### src/rtl/rpn_input_stage_if.sv
// Entry hand-off bus between the input stage and the rpn core.
interface rpn_input_stage_if;
  logic [7:0] entry_data;
  logic [1:0] entry_op;
  logic       entry_valid;
  logic       entry_ready;

  modport master (output entry_data, output entry_op, output entry_valid, input entry_ready);
  modport slave  (input entry_data, input entry_op, input entry_valid, output entry_ready);
endinterface

### src/rtl/rpn_input_stage.sv
// Key/switch synchroniser, per-key debouncer with press pulses, and a one-entry
// valid/ready buffer that captures operand and op code on each enter press.
module rpn_input_stage #(
  parameter int DEBOUNCE_CYCLES = 500000,
  parameter int CNT_W           = 20
) (
  input  logic               CLOCK_50,
  input  logic               resetb,
  input  logic [3:0]         key_n,
  input  logic [9:0]         sw_in,
  output logic [3:0]         press,
  output logic [3:0]         key_level,
  output logic               overrun,
  rpn_input_stage_if.master  entry
);

  localparam logic [CNT_W-1:0] CNT_LAST = CNT_W'(DEBOUNCE_CYCLES - 1);

  logic [3:0]       key_p0, key_p1;
  logic [9:0]       sw_p0, sw_p1;
  logic [CNT_W-1:0] cnt     [4];
  logic [CNT_W-1:0] cnt_nxt [4];
  logic [3:0]       level_nxt;
  logic [3:0]       press_nxt;
  logic             capture_ok;

  // stage p0/p1: two-flop synchronisers (keys idle high, switches idle low)
  always_ff @(posedge CLOCK_50) begin
    if (!resetb) begin
      key_p0 <= '1;
      key_p1 <= '1;
      sw_p0  <= '0;
      sw_p1  <= '0;
    end else begin
      key_p0 <= key_n;
      key_p1 <= key_p0;
      sw_p0  <= sw_in;
      sw_p1  <= sw_p0;
    end
  end

  // debounce: a differing sample advances the count, a matching one restarts it
  always_comb begin
    level_nxt = key_level;
    press_nxt = '0;
    for (int i = 0; i < 4; i++) begin
      cnt_nxt[i] = '0;
      if (key_p1[i] != key_level[i]) begin
        if (cnt[i] == CNT_LAST) begin
          level_nxt[i] = key_p1[i];
          press_nxt[i] = key_level[i] & ~key_p1[i];
        end else begin
          cnt_nxt[i] = cnt[i] + 1'b1;
        end
      end
    end
  end

  always_ff @(posedge CLOCK_50) begin
    if (!resetb) begin
      key_level <= '1;
      press     <= '0;
      for (int i = 0; i < 4; i++) cnt[i] <= '0;
    end else begin
      key_level <= level_nxt;
      press     <= press_nxt;
      for (int i = 0; i < 4; i++) cnt[i] <= cnt_nxt[i];
    end
  end

  // capture lands on the same edge as the enter pulse, so a consume on that edge frees the slot
  assign capture_ok = !entry.entry_valid || entry.entry_ready;

  always_ff @(posedge CLOCK_50) begin
    if (!resetb) begin
      entry.entry_data  <= '0;
      entry.entry_op    <= '0;
      entry.entry_valid <= 1'b0;
      overrun           <= 1'b0;
    end else if (press_nxt[0]) begin
      if (capture_ok) begin
        entry.entry_data  <= sw_p1[7:0];
        entry.entry_op    <= sw_p1[9:8];
        entry.entry_valid <= 1'b1;
      end else begin
        overrun <= 1'b1;
      end
    end else if (entry.entry_valid && entry.entry_ready) begin
      entry.entry_valid <= 1'b0;
    end
  end

endmodule

### src/flat_wrapper.sv
// flat-port wrapper written by rule: the top's interface ports become plain ports
module rpn_input_stage_flat 
#(
  parameter int DEBOUNCE_CYCLES = 500000,
  parameter int CNT_W           = 20
)
  (CLOCK_50, resetb, key_n, sw_in, press, key_level, overrun, entry_entry_data, entry_entry_op, entry_entry_valid, entry_entry_ready);
  rpn_input_stage_if entry_i ();
  input  logic CLOCK_50;
  input  logic resetb;
  input  logic [3:0] key_n;
  input  logic [9:0] sw_in;
  output logic [3:0] press;
  output logic [3:0] key_level;
  output logic overrun;
  output wire logic [$bits(entry_i.entry_data)-1:0] entry_entry_data;
  output wire logic [$bits(entry_i.entry_op)-1:0] entry_entry_op;
  output wire logic [$bits(entry_i.entry_valid)-1:0] entry_entry_valid;
  input wire logic [$bits(entry_i.entry_ready)-1:0] entry_entry_ready;
  assign entry_entry_data = entry_i.entry_data;
  assign entry_entry_op = entry_i.entry_op;
  assign entry_entry_valid = entry_i.entry_valid;
  assign entry_i.entry_ready = entry_entry_ready;
  rpn_input_stage #(.DEBOUNCE_CYCLES(DEBOUNCE_CYCLES), .CNT_W(CNT_W)) u_core (.CLOCK_50(CLOCK_50), .resetb(resetb), .key_n(key_n), .sw_in(sw_in), .press(press), .key_level(key_level), .overrun(overrun), .entry(entry_i));
endmodule
### config.mk
export PLATFORM = sky130hd
export DESIGN_NAME = rpn_input_stage_flat
export DESIGN_NICKNAME = d
export VERILOG_FILES = /design/src/rtl/rpn_input_stage_if.sv /design/src/rtl/rpn_input_stage.sv /design/src/flat_wrapper.sv
export SDC_FILE = /design/constraint.sdc
export NUM_CORES = 1
export LEC_CHECK = 0
export ABC_AREA = 1
export CAP_MARGIN = 30
export CORE_ASPECT_RATIO = 2
export CORE_MARGIN = 2
export CORE_UTILIZATION = 50
export CTS_CLUSTER_SIZE = 12
export DETAILED_ROUTE_END_ITERATION = 16
export HOLD_SLACK_MARGIN = 0.02
export PLACE_DENSITY = 0.7
export SLEW_MARGIN = 5
export SYNTH_ARGS = -nofsm -noshare
export SYNTH_HDL_FRONTEND = slang
export SYNTH_SLANG_ARGS = --single-unit
export TNS_END_PERCENT = 1
### constraint.sdc
create_clock -name CLOCK_50 -period 1.6 [get_ports CLOCK_50]
set_input_delay 0.16 -clock CLOCK_50 [delete_from_list [all_inputs] [get_ports CLOCK_50]]
set_output_delay 0.16 -clock CLOCK_50 [all_outputs]
set_load 0.01 [all_outputs]
== After elaboration in Yosys (flattened, before gate mapping) ==
Memories as Yosys holds them, arrays and structs flattened.
Cells that the tools add are included.

* Register bits after elaboration: 48
* Memory bits (writable): 80
* Input bits: 17
* Output and inout port bits: 20
* Word-level logic and storage cells: 76
* Memories kept: 1

* Add/subtract/negate cells: 4
* Equality and inequality tests: 9
* Mux-type cells: 19
* Bitwise operators: 13
* Reduce and logical (&&, ||, !) cells: 14

{| class="wikitable"
|+ Memory list
! memory !! depth !! bits a word !! read ports !! clocked after memory_dff !! wr ports !! line !! text
|-
| u_core.cnt || 4 || 20 || 4 || 0 || 4 || rpn_input_stage.sv:21 || <nowiki>logic [CNT_W-1:0] cnt [4];</nowiki>
|}

{| class="wikitable"
|+ Operator list
! cell !! number
|-
| two-way mux 20 bit || 12
|-
| adder 20 x 1 -> 20 bit, second input constant || 4
|-
| == test 20 x 19 -> 1 bit, second input constant || 4
|-
| AND reduction 2 bit || 7
|-
| AND reduction 3 bit || 3
|-
| two-way mux 1 bit || 7
|-
| inverter 1 bit || 5
|-
| AND 1 bit || 4
|-
| inequality test 1 bit || 4
|-
| bitwise OR 1 bit || 4
|-
| inequality test 2 bit, second input constant || 1
|-
| nonzero test 2 bit || 1
|-
| logical AND 1 bit || 1
|-
| zero test 1 bit || 1
|-
| logical OR 1 bit || 1
|}

== Longest topological paths before layout ==
* Depth in word-level cells: 6
* Depth in mapped cells: 10
* Depth with buffers taken out: 10

== Worst setup path before layout ==
No wires, ideal clock.

* Kind: flip-flop to flip-flop
* Start point: memory u_core.cnt[0][0]
* End point: memory u_core.cnt[0][11]
* Setup time: 119 ps
* Arrival time: 1,403 ps
* Data required time: 1,481 ps
* Slack: 78 ps
* Cell stages (with the launch flop): 8
* Path buffers: 1
* Period minus slack after synthesis: 1,522 ps
* Cells stage by stage: dfxtp_1 > ha_1 > nand3_2 > clkinv_2 > nand3_4 > o211ai_2 > buf_4 > a21oi_1

{| class="wikitable"
|+ RTL lines
! element !! line
|-
| start: declaration || rpn_input_stage.sv:21
|}

==> results.toml <==
[pwr]
seqPwrFrac_pct = 45.2
powerDensity_nw_per_um2 = 990
p_comb_share_pct = 2.2
p_switching_uw = 1540
clkPwrFrac_pct = 52.6
internal_power_uw = 5610
fin_total_pwr_uw = 7150
power.leakage_uw = 0.00293
netSwitchingFraction_pct = 21.6
ir_drop_mv = 0.771

[clock_network]
cts.sinks = 128
numCtsBuffers = 17
cts_buffer_depth = 2
cts_hold_buf = 0
htreeDepth = 4
clockRootBuffer = "clkbuf_16"
clk_pin_slew_ns = 0.06
clock_latency_ns = 0.42
cts_tree = "built"

[layout]
drive_above_1_share_pct = 15.8
fillers = 894
final_area_um2 = 7230
fin_nets = 875
areaGrowthSynthToFinish_pct = 29.6
multi_input_area_um2 = 2640
diodes = 0
final_cell_mix = "nand2_1, dfxtp_1, inv_1, nor2_1, nand3_1"
mostFrequentLayoutCell = "nand2_1"
ff_latch_area_um2 = 2570

[timing]
period_needed_ns = 1.62
setup_viol = 11
max_slew_margin_pct = 70.5
worst_slack_ns = -0.0230
grt_setup_unrepaired = "yes"
skew_ns = 0.00896
fmax_mhz = 616
period_share_pct = 101
drv_slew = 0
worst_pin_slew_ns = 0.439
final_hold_viol_count = 0

[route]
vias = 5088
wl_per_cell_um = 12.8
drtIter0Drc = 217
routed_wl_mm = 12.8
ant_nets = 0
firstDrtPassIters = 5
drc = 0
viasPerCell = 5.07

[place]
dp_hpwl_mm = 8.80
port_buffers = 36
dp_slack_ns = 0.0260
gp_congestion = 0.897
placed_area_um2 = 6350

[worst_setup_path]
crit_path_start_kind = "register"
crit_type = "reg2reg"
cp.required_ns = 1.90
crit_start = "u_core.cnt[1][0]"
path_delay_family = "simple AND/OR/NAND/NOR gates"
crit_chain = "ha_4 > nand2_4 > nor2_4 > nand3_2 > nor3_4 > nand2_2 > nand2_4 > clkbuf_16 > nor2_1"
crit_path_max_fanout = 5
crit_path_frequent_cell = "nand2_4"
slowest_stage = "dfxtp_2"
worst-path-buf-inv = 1
critPathCaptureType = "register"
worst_ep_arrival_time_ns = 1.93
r2r_start = "u_core.cnt[1][0]"
critical-path-max-stage-delay_ns = 0.35

[floorplan]
fp.dieH_um = 153
start_util_pct = 51.3
ios = 37
coreArea_um2 = 10900
die_w_um = 78.7
die_area_um2 = 12100
std_cell_rows = 54

[yosys]
synth_warnings = 0
postSynthCellCount = 766
synth.distinct_cells = 38
synth_flop_cell = "dfxtp_1"
netlist_area_um2 = 5580
yosysSeqAreaShare_pct = 46.0
syn_avg_cell_area_um2 = 7.28
yosys_register_bits = 128
synth-edff-count = 0
syn_nets = 791
async_reset_ff_share_pct = 0

[run]
cap_violations = 0

[run_status]
violations = "setup timing"
status = "finished with violations"

[global_routing]
grt_pass1_wl_mm = 20.6
grt.total_usage_pct = 21.1
grt_antenna_before_repair = 0
grt_overflow = 0
grt_pass1_vias = 4877
grt_max_degree = 29

[worst_hold_path]
hold_class = "in2reg"
min_from = "sw_in[9]"
-- metrics by stage --
stage          util [%]  cells  hold slack, ns  setup TNS, ns
2_1_floorplan         -    766           0.258              0
3_3_place_gp       58.4    963           0.393              0
3_5_place_dp       58.4    963           0.399              0
4_1_cts            63.8    995           0.267              0
5_1_grt            66.4   1003           0.292          -2.14
6_report           66.4   1003           0.273         -0.119
-- worst register-to-register path: stages, from the launching register on --
cell       delay (ns)
dfxtp_2          0.35
ha_4             0.15
nand2_4          0.06
nor2_4           0.14
nand3_2          0.11
nor3_4           0.23
nand2_2          0.11
nand2_4          0.16
clkbuf_16        0.17
nor2_1           0.04
-- layer usage --
| metal | global-route usage, % | vias to the layer above | part of all wire, % |
|---|---|---|---|
| li1 | - | 2582 | - |
| met1 | 20.8 | 2342 | 36 |
| met2 | 40.2 | 125 | 57 |
| met3 | 4.96 | 39 | 3.5 |
| met4 | 9.44 | 0 | 3.4 |
| met5 | 0 | - | 0 |
-- synthesized netlist by cell type, types with 2 or more instances --
cell	instances	area share (%)
ha_1	8	1.8
or2_2	10	1.1
nor2_4	4	0.81
dfxtp_1	128	46
xnor2_1	9	1.4
nor3_1	28	2.5
buf_2	5	0.45
nand3_1	44	3.9
a31oi_1	2	0.22
inv_1	118	7.9
a21oi_1	33	3.0
buf_1	2	0.13
buf_4	2	0.27
nor2_2	7	0.79
buf_6	2	0.40
nand4_1	26	2.9
and3_1	3	0.34
xor2_1	11	1.7
o21ai_0	11	0.99
or2_0	2	0.22
nor2_1	109	7.3
nor3b_1	8	1.1
nand2_1	175	12
nand2_2	3	0.34
nor3_2	3	0.54
-- flip-flops by register name (all words and copies together) (netlist names) --
signal                    count
u_core.key_p1                 4
u_core.entry.entry_op         2
u_core.key_level              4
u_core.sw_p1                 10
u_core.press                  4
u_core.sw_p0                 10
u_core.cnt                   80
u_core.entry.entry_data       8
u_core.key_p0                 4
u_core.entry.entry_valid      1
u_core.overrun                1
-- area by class of cell --
| cell class | count | area share, % |
|---|---|---|
| Clock buffer | 17 | 5.89 |
| Timing Repair Buffer | 77 | 11.1 |
| Clock inverter | 15 | 2.23 |
| Inverter | 120 | 6.27 |
| Tap cell | 140 | 2.42 |
| Sequential cell | 128 | 35.5 |
| Multi-Input combinational cell | 506 | 36.5 |
-- power by group through the flow --
| stage | sequential (uW) | combinational (uW) | clock, uW |
|---|---|---|---|
| final | 3240 | 158 | 3760 |
| after floorplan | 3300 | 70.0 | 0 |
| after global routing | 3240 | 174 | 3970 |
| after global placement | 3300 | 143 | 0 |
| after detailed placement | 3300 | 147 | 0 |
| after CTS | 3240 | 148 | 3810 |
-- logic make-up after synthesis --
logic type	synth area share [%]
and+or+nand+nor	34.8
xor gates and xnor gates	3.14
adders and majority gates	1.80
DFF	46.0
buffers and inverters	9.42
AOI/OAI and AO/OA	4.89
-- final timing paths --
kind / slack [ns] / cells past startpoint / end
setup / recovery: -0.02 / 9 / u_core.cnt[1][6]
hold / removal: 0.27 / 3 / u_core.sw_p0[9]
setup reg to reg: -0.02 / 9 / u_core.cnt[1][6]
hold reg to reg: 0.41 / 2 / u_core.sw_p1[0]
-- repair_timing --
action	4_1_cts	5_1_grt
gates resized for setup	0	44
buffers inserted	0	3
setup endpoints to repair	0	66
Note: power is estimated with default switching activity, not from simulation.
